==> src/rtl/coproc_pkg.sv <==
// Shared definitions for the coprocessor eXtension-interface blocks:
// exception codes, memory access size encoding and responder FSM states.
package coproc_pkg;

    localparam logic [5:0] EXC_LD_MISALIGN = 6'd4;
    localparam logic [5:0] EXC_LD_FAULT    = 6'd5;
    localparam logic [5:0] EXC_ST_MISALIGN = 6'd6;
    localparam logic [5:0] EXC_ST_FAULT    = 6'd7;

    typedef enum logic [2:0] {
        MEM_SIZE_BYTE = 3'd0,
        MEM_SIZE_HALF = 3'd1,
        MEM_SIZE_WORD = 3'd2
    } mem_size_e;

    typedef enum logic [1:0] {
        ST_IDLE,
        ST_BUS_REQ,
        ST_BUS_WAIT,
        ST_RESULT
    } resp_state_e;

endpackage

==> src/rtl/xif_mem_checker.sv <==
// Combinational alignment and address-window check for one memory request.
// Misalignment takes priority over an access fault.
module xif_mem_checker
    import coproc_pkg::*;
#(
    parameter logic [31:0] PMA_BASE = 32'h0000_0000,
    parameter logic [31:0] PMA_SIZE = 32'h0001_0000
) (
    input  logic [31:0] addr,
    input  logic [2:0]  size,
    input  logic        we,
    output logic        exc,
    output logic [5:0]  exccode
);

    logic        misaligned;
    logic        fault;
    logic [32:0] addr_ext;
    logic [32:0] win_lo;
    logic [32:0] win_hi;

    // 33-bit bounds so a window ending at 4 GiB does not wrap to zero
    assign addr_ext = {1'b0, addr};
    assign win_lo   = {1'b0, PMA_BASE};
    assign win_hi   = {1'b0, PMA_BASE} + {1'b0, PMA_SIZE};

    always_comb begin
        misaligned = 1'b0;
        case (size)
            MEM_SIZE_BYTE: misaligned = 1'b0;
            MEM_SIZE_HALF: misaligned = addr[0];
            MEM_SIZE_WORD: misaligned = |addr[1:0];
            default:       misaligned = 1'b1;
        endcase

        fault   = (addr_ext < win_lo) || (addr_ext >= win_hi);
        exc     = misaligned || fault;
        exccode = '0;
        if (misaligned) begin
            exccode = we ? EXC_ST_MISALIGN : EXC_LD_MISALIGN;
        end else if (fault) begin
            exccode = we ? EXC_ST_FAULT : EXC_LD_FAULT;
        end
    end

endmodule

==> src/rtl/xif_mem_responder.sv <==
// Core-side responder for the eXtension-interface memory channel: checks one
// request at a time and issues legal ones as a single OBI data-bus transaction.
module xif_mem_responder
    import coproc_pkg::*;
#(
    parameter int unsigned X_ID_WIDTH  = 4,
    parameter int unsigned X_MEM_WIDTH = 32,
    parameter logic [31:0] PMA_BASE    = 32'h0000_0000,
    parameter logic [31:0] PMA_SIZE    = 32'h0001_0000
) (
    input  logic                     clk_i,
    input  logic                     rst_i,

    input  logic                     mem_valid_i,
    output logic                     mem_ready_o,
    input  logic [X_ID_WIDTH-1:0]    mem_id_i,
    input  logic [31:0]              mem_addr_i,
    input  logic                     mem_we_i,
    input  logic [2:0]               mem_size_i,
    input  logic [X_MEM_WIDTH/8-1:0] mem_be_i,
    input  logic [X_MEM_WIDTH-1:0]   mem_wdata_i,
    output logic                     mem_exc_o,
    output logic [5:0]               mem_exccode_o,

    output logic                     mem_result_valid_o,
    output logic [X_ID_WIDTH-1:0]    mem_result_id_o,
    output logic [X_MEM_WIDTH-1:0]   mem_result_rdata_o,
    output logic                     mem_result_err_o,

    output logic                     obi_req_o,
    input  logic                     obi_gnt_i,
    output logic [31:0]              obi_addr_o,
    output logic                     obi_we_o,
    output logic [X_MEM_WIDTH/8-1:0] obi_be_o,
    output logic [X_MEM_WIDTH-1:0]   obi_wdata_o,
    input  logic                     obi_rvalid_i,
    input  logic [X_MEM_WIDTH-1:0]   obi_rdata_i,
    input  logic                     obi_err_i
);

    resp_state_e state_q;
    resp_state_e state_d;

    logic       chk_exc;
    logic [5:0] chk_exccode;
    logic       launch;
    logic       capture;

    logic [X_ID_WIDTH-1:0]    id_q;
    logic [31:2]              addr_q;
    logic                     we_q;
    logic [X_MEM_WIDTH/8-1:0] be_q;
    logic [X_MEM_WIDTH-1:0]   wdata_q;

    logic [X_ID_WIDTH-1:0]    res_id_q;
    logic [X_MEM_WIDTH-1:0]   res_rdata_q;
    logic                     res_err_q;

    xif_mem_checker #(
        .PMA_BASE (PMA_BASE),
        .PMA_SIZE (PMA_SIZE)
    ) u_checker (
        .addr    (mem_addr_i),
        .size    (mem_size_i),
        .we      (mem_we_i),
        .exc     (chk_exc),
        .exccode (chk_exccode)
    );

    always_ff @(posedge clk_i) begin
        if (rst_i) begin
            state_q <= ST_IDLE;
        end else begin
            state_q <= state_d;
        end
    end

    always_comb begin
        state_d            = state_q;
        mem_ready_o        = 1'b0;
        mem_exc_o          = 1'b0;
        mem_exccode_o      = '0;
        obi_req_o          = 1'b0;
        mem_result_valid_o = 1'b0;
        launch             = 1'b0;
        capture            = 1'b0;

        case (state_q)
            ST_IDLE: begin
                mem_ready_o = 1'b1;
                // Faulting requests are consumed here and never reach the bus
                if (mem_valid_i) begin
                    if (chk_exc) begin
                        mem_exc_o     = 1'b1;
                        mem_exccode_o = chk_exccode;
                    end else begin
                        launch  = 1'b1;
                        state_d = ST_BUS_REQ;
                    end
                end
            end
            ST_BUS_REQ: begin
                obi_req_o = 1'b1;
                if (obi_gnt_i) begin
                    state_d = ST_BUS_WAIT;
                end
            end
            ST_BUS_WAIT: begin
                if (obi_rvalid_i) begin
                    capture = 1'b1;
                    state_d = ST_RESULT;
                end
            end
            ST_RESULT: begin
                mem_result_valid_o = 1'b1;
                state_d            = ST_IDLE;
            end
            default: state_d = ST_IDLE;
        endcase
    end

    // Result fields live in their own registers so they hold between pulses
    // even while the next request is being latched.
    always_ff @(posedge clk_i) begin
        if (rst_i) begin
            id_q        <= '0;
            addr_q      <= '0;
            we_q        <= 1'b0;
            be_q        <= '0;
            wdata_q     <= '0;
            res_id_q    <= '0;
            res_rdata_q <= '0;
            res_err_q   <= 1'b0;
        end else begin
            if (launch) begin
                id_q    <= mem_id_i;
                addr_q  <= mem_addr_i[31:2];
                we_q    <= mem_we_i;
                be_q    <= mem_be_i;
                wdata_q <= mem_wdata_i;
            end
            if (capture) begin
                res_id_q    <= id_q;
                res_rdata_q <= we_q ? '0 : obi_rdata_i;
                res_err_q   <= obi_err_i;
            end
        end
    end

    assign obi_addr_o         = {addr_q, 2'b00};
    assign obi_we_o           = we_q;
    assign obi_be_o           = be_q;
    assign obi_wdata_o        = wdata_q;
    assign mem_result_id_o    = res_id_q;
    assign mem_result_rdata_o = res_rdata_q;
    assign mem_result_err_o   = res_err_q;

endmodule

==> config.mk <==
export PLATFORM = sky130hd
export DESIGN_NAME = xif_mem_responder
export DESIGN_NICKNAME = d
export VERILOG_FILES = /design/src/rtl/coproc_pkg.sv /design/src/rtl/xif_mem_checker.sv /design/src/rtl/xif_mem_responder.sv
export SDC_FILE = /design/constraint.sdc
export NUM_CORES = 1
export LEC_CHECK = 0
export CAP_MARGIN = 15
export CORE_MARGIN = 5
export CORE_UTILIZATION = 30
export DETAILED_ROUTE_END_ITERATION = 16
export MAX_ROUTING_LAYER = met4
export SYNTH_ARGS = -nofsm -noshare
export SYNTH_HDL_FRONTEND = slang
export SYNTH_SLANG_ARGS = --single-unit
==> constraint.sdc <==
create_clock -name clk_i -period 2.4 [get_ports clk_i]
set_input_delay 0.6 -clock clk_i [delete_from_list [all_inputs] [get_ports clk_i]]
set_output_delay 0.6 -clock clk_i [all_outputs]
set_load 0.02 [all_outputs]
==> impl_results.html <==
<table>
<tr><th>Metric</th><th>Value</th></tr>
<tr><th colspan="2">Timing</th></tr>
<tr><td>Remaining max-slew budget at the tightest pin</td><td>66.3%</td></tr>
<tr><td>Final-layout setup total negative slack</td><td>0 ns</td></tr>
<tr><td>Maximum clock frequency</td><td>426 MHz</td></tr>
<tr><td>Setup violation total in the final timing report</td><td>0</td></tr>
<tr><td>Slew @ Worst Pin</td><td>0.505 ns</td></tr>
<tr><td>Final slew viol count</td><td>0</td></tr>
<tr><td>Min Tclk post-route</td><td>2.35 ns</td></tr>
<tr><td>Final clock skew</td><td>0.00695 ns</td></tr>
<tr><td>Final hold violation count</td><td>0</td></tr>
<tr><td>Portion of the clock cycle consumed by the worst path in the final layout</td><td>97.8%</td></tr>
<tr><th colspan="2">Routing</th></tr>
<tr><td>Via-to-Cell Ratio</td><td>4.81</td></tr>
<tr><td>Wire length per cell after detailed routing</td><td>15.8 um</td></tr>
<tr><td>Drt first-iter violations</td><td>177</td></tr>
<tr><td>DR DRC count</td><td>0</td></tr>
<tr><td>First drt pass iteration count</td><td>4</td></tr>
<tr><td>Antenna viol nets, final</td><td>0</td></tr>
<tr><td>Count of vias placed by the detailed router</td><td>4265</td></tr>
<tr><td>WL final</td><td>14.0 mm</td></tr>
<tr><th colspan="2">Critical path</th></tr>
<tr><td>Cell depth of the worst flop-to-flop path</td><td>7</td></tr>
<tr><td>Data arrival at the endpoint of the critical path</td><td>1.75 ns</td></tr>
<tr><td>R2r startpoint</td><td>state_q[0]$_SDFFE_PP0P_</td></tr>
<tr><td>CP startpoint</td><td>mem_addr_i[19]</td></tr>
<tr><td>Destination of the worst register-to-register timing path</td><td>obi_wdata_o[29]$_SDFFE_PP0P_</td></tr>
<tr><td>CP endpoint</td><td>mem_exccode_o[1]</td></tr>
<tr><td>Crit end category</td><td>output pin</td></tr>
<tr><td>Class of the most critical setup path</td><td>in -&gt; out</td></tr>
<tr><td>Crit path required time</td><td>1.80 ns</td></tr>
<tr><td>CP startpoint kind</td><td>primary input</td></tr>
<tr><td>Maximum fanout count along the critical path</td><td>2</td></tr>
<tr><td>Minimum setup slack among reg-to-reg paths</td><td>0.63 ns</td></tr>
<tr><th colspan="2">Clock tree</th></tr>
<tr><td>Clock input transition at the sequential cells of the worst setup and hold paths</td><td>0.07 ns</td></tr>
<tr><td>Clock latency of the later-clocked register in the worst-skew pair</td><td>0.34 ns</td></tr>
<tr><td>Number of buffers inserted for hold repair after clock tree synthesis</td><td>0</td></tr>
<tr><td>Max Root-Sink Buffers</td><td>2</td></tr>
<tr><td>Number of levels in the clock H-tree</td><td>3</td></tr>
<tr><td>Clock tree root driver cell</td><td>clkbuf_16</td></tr>
<tr><td>Clock tree from TritonCTS</td><td>yes</td></tr>
<tr><td>Total clock sinks</td><td>110</td></tr>
<tr><td>Number of buffers inserted during clock tree synthesis</td><td>9</td></tr>
<tr><th colspan="2">Placement</th></tr>
<tr><td>Port buffer count</td><td>224</td></tr>
<tr><td>Area after DPL</td><td>0.00664 mm^2</td></tr>
<tr><td>Routability-driven placement congestion ratio</td><td>0.802</td></tr>
<tr><td>HPWL after DPL</td><td>9.99 mm</td></tr>
<tr><th colspan="2">Synthesis</th></tr>
<tr><td>Leading register cell type out of synthesis</td><td>dfxtp_1</td></tr>
<tr><td>Distinct cell type count of the synthesized netlist</td><td>30</td></tr>
<tr><td>Cell area after synthesis</td><td>0.00423 mm^2</td></tr>
<tr><td>Number of synthesis warnings</td><td>0</td></tr>
<tr><td>Cell with the most instances after synthesis</td><td>dfxtp_1</td></tr>
<tr><td>Cell types occupying the most area after synthesis</td><td>dfxtp_1, a21oi_1, nand3_1</td></tr>
<tr><td>Cells after synthesis</td><td>492</td></tr>
<tr><td>Share of synthesized registers carrying an async set or reset</td><td>0%</td></tr>
<tr><td>Sequential fraction of the synthesis area</td><td>52.0%</td></tr>
<tr><td>Number of storage elements in the synthesis netlist</td><td>110</td></tr>
<tr><td>Library cell with the largest summed area after synthesis</td><td>dfxtp_1</td></tr>
<tr><td>EDFF count, synth</td><td>0</td></tr>
<tr><td>Synth top area share</td><td>52.0%</td></tr>
<tr><td>Most instantiated cells after synthesis</td><td>dfxtp_1, a21oi_1, nand3_1</td></tr>
<tr><td>Post-Syn Area per Cell</td><td>8.60 um^2</td></tr>
<tr><th colspan="2">Finish</th></tr>
<tr><td>Growth of design area from synthesis to finish</td><td>65.7%</td></tr>
<tr><td>Share of the core filled with cells in the final layout</td><td>50.5%</td></tr>
<tr><td>Ratio of cells with drive above 1 in the final layout</td><td>9.34%</td></tr>
<tr><td>Area of all placed cells without fillers</td><td>0.00701 mm^2</td></tr>
<tr><td>Count of inserted antenna diode cells</td><td>0</td></tr>
<tr><td>Total Nets Final</td><td>820</td></tr>
<tr><th colspan="2">Floorplan</th></tr>
<tr><td>Die ar.</td><td>0.0166 mm^2</td></tr>
<tr><td>Number of placement rows</td><td>43</td></tr>
<tr><td># IOs</td><td>230</td></tr>
<tr><td>Overall die width</td><td>129 um</td></tr>
<tr><td>Starting Density</td><td>30.5%</td></tr>
<tr><td>Die height</td><td>129 um</td></tr>
<tr><td>Core region area</td><td>0.0139 mm^2</td></tr>
<tr><th colspan="2">Worst hold path</th></tr>
<tr><td>Hold Crit Class</td><td>reg -&gt; reg</td></tr>
<tr><th colspan="2">Power</th></tr>
<tr><td>Total power density per cell area</td><td>533 mW/mm^2</td></tr>
<tr><td>Part of the power in combinational logic</td><td>13.2%</td></tr>
<tr><td>Net switching power of the design</td><td>0.894 mW</td></tr>
<tr><td>Net Sw Frac</td><td>23.9%</td></tr>
<tr><td>Internal power consumption</td><td>2.84 mW</td></tr>
<tr><td>Reported leakage power</td><td>2.44 nW</td></tr>
<tr><td>Worst IR drop on VDD</td><td>0.281 mV</td></tr>
<tr><td>Clock network fraction of total power</td><td>37.6%</td></tr>
<tr><td>Sequential power share</td><td>49.1%</td></tr>
<tr><th colspan="2">Global routing</th></tr>
<tr><td>First-pass GRT wire length</td><td>21.9 mm</td></tr>
<tr><td>Initial antenna violation count</td><td>0</td></tr>
<tr><td>All-layer global routing usage</td><td>16.8%</td></tr>
<tr><td>Maximum number of pins on one net before global-route repair</td><td>59</td></tr>
<tr><td>Number of global-route vias before repair</td><td>4323</td></tr>
<tr><td>Remaining Overflow, GRT</td><td>0</td></tr>
<tr><th colspan="2">Run status</th></tr>
<tr><td>Outcome</td><td>finished, final reports clean</td></tr>
<tr><th colspan="2">Job</th></tr>
<tr><td>Max-cap check violation count</td><td>0</td></tr>
</table>
cell type report:
cell class              instances  area (um^2)
fillers                      1332         6870
clock inverters                 6         46.3
well taps                     180          225
clock buffers                  10          239
flip-flops and latches        110         2200
repair buffers                247         2400
inverters                       6         22.5
multi-input cells             328         1870
stage by stage:
stage	total power, mW	worst slack (ns)	instances	hold slack (ns)
after floorplan	2.08	0.0359	496	0.428
after global placement	2.35	-0.766	867	0.437
after detailed placement	2.36	-0.784	867	0.444
after CTS	3.79	0.00194	886	0.455
after global routing	3.90	-0.000527	887	0.477
final	3.74	0.0530	887	0.452
power groups by stage:
stage                     clock network [mW]  registers (mW)  logic (mW)
final                                   1.41            1.84       0.495
after CTS                               1.46            1.84       0.491
after floorplan                            0            1.88       0.192
after detailed placement                   0            1.88       0.479
after global placement                     0            1.88       0.474
after global routing                    1.53            1.84       0.531
critical path, cell delays in order:
cell and delay, ns:
clkdlybuf4s15_1 0.21, nor4_4 0.29, and4_4 0.29, a21oi_4 0.07, and2_4 0.16, buf_6 0.12
kinds of logic after synthesis:
kind of cell / synth area share (%)
other cells: 0.0886
mux: 0.237
compound gates: 19.6
fa+ha+maj: 1.18
flops: 52.0
buf+inv: 6.56
simple gates: 20.3
registers in the layout, summed over array words and instances (netlist names):
signal	cells
id_q	4
obi_be_o	4
mem_result_rdata_o	32
state_q	2
mem_result_id_o	4
obi_we_o	1
obi_wdata_o	32
addr_q	30
mem_result_err_o	1
placed cells by master, fill, tap and decap left out, types with 7 or more instances in the layout:
| cell type | instances |
|---|---|
| clkdlybuf4s50_1 | 198 |
| dfxtp_1 | 110 |
| a21oi_1 | 93 |
| nand3_1 | 55 |
| o21ai_0 | 48 |
| nor2_1 | 34 |
| nor3b_1 | 32 |
| buf_4 | 19 |
| and2_1 | 16 |
| nand2_1 | 10 |
| clkbuf_16 | 9 |
| clkdlybuf4s15_1 | 8 |
| clkbuf_2 | 8 |
| o21ai_1 | 7 |
worst min-delay path by stage:
stage | startpoint | to | slack, ns | cells past startpoint
6_report | id_q[3]$_SDFFE_PP0P_ | mem_result_id_o[3]$_SDFFE_PP0P_ | 0.45 | 2
3_3_place_gp | id_q[3]$_SDFFE_PP0P_ | mem_result_id_o[3]$_SDFFE_PP0P_ | 0.44 | 2
5_1_grt | addr_q[23]$_SDFFE_PP0P_ | addr_q[23]$_SDFFE_PP0P_ | 0.48 | 1
3_5_place_dp | id_q[2]$_SDFFE_PP0P_ | mem_result_id_o[2]$_SDFFE_PP0P_ | 0.44 | 2
2_1_floorplan | id_q[0]$_SDFFE_PP0P_ | mem_result_id_o[0]$_SDFFE_PP0P_ | 0.43 | 2
4_1_cts | id_q[2]$_SDFFE_PP0P_ | mem_result_id_o[2]$_SDFFE_PP0P_ | 0.46 | 2
layer usage:
layer  GRT usage [%]  wire, um  share of wire (%)
met1            20.2      5990                 43
met5               -         0                  0
met4            5.74       259                1.8
met2            27.5      6830                 49
met3            4.07       937                6.7
repair_timing:
item                                    CTS  global route
setup buffers                             3             1
resized for setup                        58            28
endpoints found under the setup margin   74            13
pin swaps                                11            10
(Power assumes the default switching activity.)
==> edit 1, RTL diff (same settings) <==
The 4 states of `resp_state_e` get a Gray code encoding in 2 bits.
--- a/src/rtl/coproc_pkg.sv
+++ b/src/rtl/coproc_pkg.sv
@@ -16,6 +16,6 @@
     typedef enum logic [1:0] {
-        ST_IDLE,
-        ST_BUS_REQ,
-        ST_BUS_WAIT,
-        ST_RESULT
+        ST_IDLE     = 2'b00,
+        ST_BUS_REQ  = 2'b01,
+        ST_BUS_WAIT = 2'b11,
+        ST_RESULT   = 2'b10
     } resp_state_e;
Behaviour: no difference found for any inputs over 10 cycles, from zero or initial values and one cycle with rst_i high; not proved beyond that.
==> edit 1 against the original RTL <==
Synthesized area increased by 8.8%; first-iteration DRC count decreased by 25%; critical endpoint unchanged; sequential cell count unchanged; total power decreased by 4.6%; the run now ends with negative setup slack left; worst setup slack got worse by 72 ps; combinational power decreased by 36%; clock skew decreased by 1.3 ps; highest routed layer unchanged; worst hold slack improved by 0.73 ps; design area increased by 5.2%; count of clock-buffer cells in the layout increased by 2; critical path type unchanged; routed wire length decreased by 6.8%.
==> edit 1: results (changes against the original RTL) <==
Run status
  • Status: finished, violations left
  • Failing checks: negative setup slack

Clocking
  • CTS buffer count: 9 (unchanged)

Yosys
  • Yosys warns: 0 (unchanged)
  • Register area share after synthesis: 0.478 (-0.0421)
  • Ys flop type: dfxtp_1
  • Post-synth top cells: 110 x dfxtp_1, 110 x nand2b_1, 55 x mux2i_1
  • Synth area leaders: dfxtp_1 48%, nand2b_1 15%, mux2i_1 12%, nand3b_1 5.2%, a21oi_1 4.1%

Global routing
  • Initial antenna violation count: 1 (+1)
  • Vias in the first global route: 4050 (-6.3%)
  • Tot GR Track Use: 0.145 (-0.0228)
  • Largest net degree at the start of global routing: 62 (+5.1%)
  • First-pass GRT wire length: 20.5 mm (-6.0%)

Worst setup path
  • CP max FO: 3 (+1)
  • Crit path from: mem_size_i[0]
  • Crit path DAT: 1820 ps (+70 ps)
  • Reg2Reg Capture Point: obi_wdata_o[9]$_SDFFE_PP0P_
  • Crit path to: mem_exccode_o[1]
  • Reg-to-reg startpoint: state_q[1]$_SDFFE_PP0P_

Routing
  • Initial DRC count: 132 (-25%)
  • DR vias/cell: 4.51 (-6.3%)
  • Routed WL: 13.1 mm (-6.8%)

Placed design
  • Input/output buffers: 224 (unchanged)
  • Final GP Congestion: 0.801 (about the same)
  • Final HPWL DP: 9.65 mm (-3.4%)
  • Dpl ws: -770 ps (+13.9 ps)

Power
  • Switching Fraction: 0.215 (-0.0245)
  • Peak VDD IR: 0.000301 V (+6.9%)
  • Leak: 2.51 nW (+2.9%)

STA
  • Final setup fails: 1 (+1)
  • Final worst slack: -18.8 ps (-71.8 ps)
  • Clk_skew: 5.69 ps (-1.26 ps)

Final layout
  • Layout cells sized above 1: 0.0948 (+0.00148)
  • Filler cells: 1380 (+3.6%)
  • Final nets: 805 (-1.8%)

Hold path
  • Tightest Hold Check Type: flip-flop to flip-flop
[edit 1: cells by family (layout without fill, tap and decap cells)]
family,after synthesis,after routing,synth area share
simple gates,220,220,0.292
flops,110,110,0.478
mux,55,55,0.120
buf+inv,43,265,0.0628
compound gates,41,41,0.0465
other cells,1,6,0.000814
[edit 1: area by class of cell]
type,count,area share
Antenna cell,1,0.000339
Clock buffer,12,0.0348
Clock inverter,4,0.00407
Inverter,1,0.000509
Multi-Input combinational cell,321,0.296
Sequential cell,110,0.298
Tap cell,188,0.0319
Timing Repair Buffer,248,0.334
[edit 1: repair_timing]
item,4_1_cts,5_1_grt
buffers inserted,2,0
hold buffers,0,0
gates resized for setup,65,24
endpoints found under the setup margin,4,4
pin swaps,9,7
[edit 1: how the worst min path moves through the flow]
| stage | from | endpoint | slack, ps | cells past startpoint |
|---|---|---|---|---|
| 2_1_floorplan | id_q[0]$_SDFFE_PP0P_ | mem_result_id_o[0]$_SDFFE_PP0P_ | 430 | 2 |
| 3_3_place_gp | mem_result_rdata_o[5]$_SDFFE_PP0P_ | mem_result_rdata_o[5]$_SDFFE_PP0P_ | 440 | 2 |
| 3_5_place_dp | id_q[0]$_SDFFE_PP0P_ | mem_result_id_o[0]$_SDFFE_PP0P_ | 440 | 2 |
| 4_1_cts | id_q[0]$_SDFFE_PP0P_ | mem_result_id_o[0]$_SDFFE_PP0P_ | 450 | 2 |
| 5_1_grt | mem_result_rdata_o[13]$_SDFFE_PP0P_ | mem_result_rdata_o[13]$_SDFFE_PP0P_ | 470 | 2 |
| 6_report | mem_result_rdata_o[13]$_SDFFE_PP0P_ | mem_result_rdata_o[13]$_SDFFE_PP0P_ | 450 | 2 |
[edit 1: stage by stage]
| step | cells | utilization | TNS [ps] | hold WS [ps] | cell area [um2] |
|---|---|---|---|---|---|
| detailed placement | 866 | 0.467 | -10180 | 442 | 7070 |
| floorplan | 474 | - | 0 | 432 | 4620 |
| global route | 885 | 0.487 | -130 | 470 | 7380 |
| finish | 885 | 0.487 | -18.8 | 453 | 7380 |
| global placement | 866 | 0.467 | -7480 | 438 | 7070 |
| CTS | 884 | 0.486 | 0 | 453 | 7350 |
[edit 1: per-layer routing]
layer	wire length, um	up-vias	GRT usage
li1	-	1988	-
met4	270	0	0.0583
met3	970	18	0.0383
met5	0	-	-
met1	5760	1836	0.180
met2	6060	147	0.225
[edit 1: power groups by stage]
stage               Combinational (mW)  Sequential, mW  Clock [mW]
finish                           0.319            1.82        1.42
detailed placement               0.319            1.87           0
global route                     0.343            1.82        1.56
floorplan                        0.103            1.87           0
CTS                              0.313            1.82        1.50
global placement                 0.317            1.87           0
[edit 1: worst max-delay path: stages]
cell and delay [ps]:
dlygate4sd2_1 270, nor3_2 190, nor2_2 80, o311a_1 380, and2_4 170, buf_6 120
==> edit 2, RTL diff (same flow settings) <==
Made on the original files. Set the parameter `X_ID_WIDTH` to 6 (it was 4).
--- a/src/rtl/xif_mem_responder.sv
+++ b/src/rtl/xif_mem_responder.sv
@@ -5,3 +5,3 @@
 #(
-    parameter int unsigned X_ID_WIDTH  = 4,
+    parameter int unsigned X_ID_WIDTH  = 6,
     parameter int unsigned X_MEM_WIDTH = 32,
Ports: changed (resized mem_id_i and mem_result_id_o); port bits go from 230 to 234. The function was not compared with the original's and may differ.
==> edit 2 against the original RTL <==
Core utilization increased by 2.0 points; routed wire length down 5.4%; synthesized area decreased by 1.7%; sequential power rose by 4%; sequential cell count up 4; register-to-register slack got worse by 290 ps; first-iteration DRC count down 13%; design area up 2.7%; worst setup slack better by 7.2 ps; synthesized cell count grew 0.41%; total power grew 20%.
==> edit 2: results (changes against the original RTL) <==
Run status
  • Status: finished clean

Routing
  • Initial DRC count: 154 (-13%)
  • Routed WL: 13.3 mm (-5.4%)
  • Via count: 4094 (-4.0%)
  • DR vias/cell: 4.49 (-6.6%)

Yosys
  • Async SR Flop Fraction: 0 (unchanged)
  • Post-synth top cells: 162 x nand2_1, 114 x dfxtp_1, 97 x a21oi_1
  • Ys flop type: dfxtp_1
  • Yosys warns: 0 (unchanged)
  • Post-synth cell types: 24 (-20%)
  • Synth area leaders: dfxtp_1 55%, nand2_1 15%, a21oi_1 12%, nand3b_1 5.8%, and2_1 2.7%
  • Register area share after synthesis: 0.548 (+0.0280)
  • Synth Area in Adders: 0.0120 (+0.000199)
  • Complex-gate fraction of the synthesized area: 0.121 (-0.0752)
  • Post-Synthesis Cells: 494 (+0.41%)
  • Mux contribution to synthesized area: 0.00241 (+0.0000398)

Global routing
  • Met1 Use GR: 0.191 (-0.0116)
  • First-pass GRT wire length: 20.7 mm (-5.2%)
  • Met3 Resource Use GR: 0.0700 (+0.0293)
  • Tot GR Track Use: 0.164 (-0.00417)
  • Grt met2 use: 0.252 (-0.0230)
  • Largest net degree at the start of global routing: 100 (+69%)
  • Vias in the first global route: 4184 (-3.2%)

Clocking
  • Total number of H-tree levels: 4 (+1)
  • Skew-Pair Late Insertion Delay: 400 ps (+60 ps)
  • Reg clk slew, reported paths: 50 ps (-20 ps)
  • CTS buffer count: 17 (+8)

Power
  • Leak: 2.50 nW (+2.6%)
  • Peak VDD IR: 0.000403 V (+43%)

Final layout
  • Filler cells: 1296 (-2.7%)
  • Final nets: 842 (+2.7%)
  • # diodes: 0 (unchanged)
  • Layout cells sized above 1: 0.0833 (-0.0100)

Placed design
  • Post-DP Area: 0.00666 mm2 (+0.32%)
  • Final GP Congestion: 0.793 (-1.0%)
  • Inst Count DP: 882 (+1.7%)
  • Final HPWL DP: 9.42 mm (-5.7%)
  • Input/output buffers: 228 (+1.8%)
  • Dpl ws: -628 ps (+156 ps)

STA
  • Clk_skew: 5.13 ps (-1.82 ps)
  • Worst slew pin tran: 779 ps (+274 ps)

Worst setup path
  • CP max-delay cell: nor4_1
  • Largest stage delay, worst path: 250 ps (-40 ps)
  • Delay-heaviest family, CP: simple AND/OR/NAND/NOR gates
  • CP max FO: 3 (+1)

Flow run
  • Max cap viols: 0 (unchanged)
==> edit 2: cell types whose count changed after synthesis, moves of 3 or more <==
cell and delta:
o21ai_1 -7, nor2_1 -30, nor3b_1 -32, nand3b_1 +32
clkbuf_1 -9, nand3_1 -54, nand2_1 +150, o21ai_0 -48
dfxtp_1 +4, buf_4 -4, buf_6 +3, inv_1 -3
==> edit 2: final timing paths <==
kind / start / end / slack (ps) / depth (start not counted)
max: mem_addr_i[22] / mem_exccode_o[1] / 60 / 7
min reg2reg: id_q[3]$_SDFFE_PP0P_ / mem_result_id_o[3]$_SDFFE_PP0P_ / 450 / 2
max reg2reg: state_q[1]$_SDFFE_PP0P_ / addr_q[19]$_SDFFE_PP0P_ / 340 / 8
min: id_q[3]$_SDFFE_PP0P_ / mem_result_id_o[3]$_SDFFE_PP0P_ / 450 / 2
==> edit 2: final cells by class <==
| cell class | instances | area (um2) | share of cell area |
|---|---|---|---|
| Timing Repair Buffer | 246 | 2460 | 0.341 |
| Clock buffer | 20 | 457 | 0.0634 |
| Inverter | 3 | 11.3 | 0.00156 |
| Tap cell | 180 | 225 | 0.0313 |
| Clock inverter | 9 | 62.6 | 0.00869 |
| Sequential cell | 114 | 2280 | 0.317 |
| Multi-Input combinational cell | 340 | 1700 | 0.237 |
==> edit 2: metrics by stage <==
stage               TNS (ps)   util
floorplan                  0      -
global placement      -18630  0.485
detailed placement    -20660  0.485
CTS                    -52.4  0.522
global route           -45.6  0.525
finish                     0  0.525
==> edit 2: tightest hold or removal path: cells and delay by family (launching register included) <==
| kind | cells | cell delay, ps |
|---|---|---|
| simple gates | 1 | 50 |
| flops | 1 | 300 |
| compound gates | 1 | 50 |
==> edit 2: metal layers <==
metal,wire (um),vias to the layer above
li1,-,2063
met1,5640,1858
met4,193,0
met2,6250,159
met5,0,-
met3,1180,14
==> edit 2: cell families (layout without fill, tap and decap cells) <==
logic type | Yosys count | count (layout)
AOI/OAI and AO/OA | 99 | 99
buffers and inverters | 44 | 278
DFF | 114 | 114
and+or+nand+nor | 231 | 231
other | 1 | 5
adders and majority gates | 4 | 4
muxes | 1 | 1
==> edit 2: power by group <==
part           internal [mW]  switching [mW]
sequential              1.90         0.00669
clock                   1.35           0.833
combinational          0.240           0.168
==> edit 2: repair_timing <==
action,in CTS,in global routing
resized for setup,42,10
gates cloned,0,0
endpoints found under the setup margin,5,4
pin swaps,9,7
buffers inserted,0,1
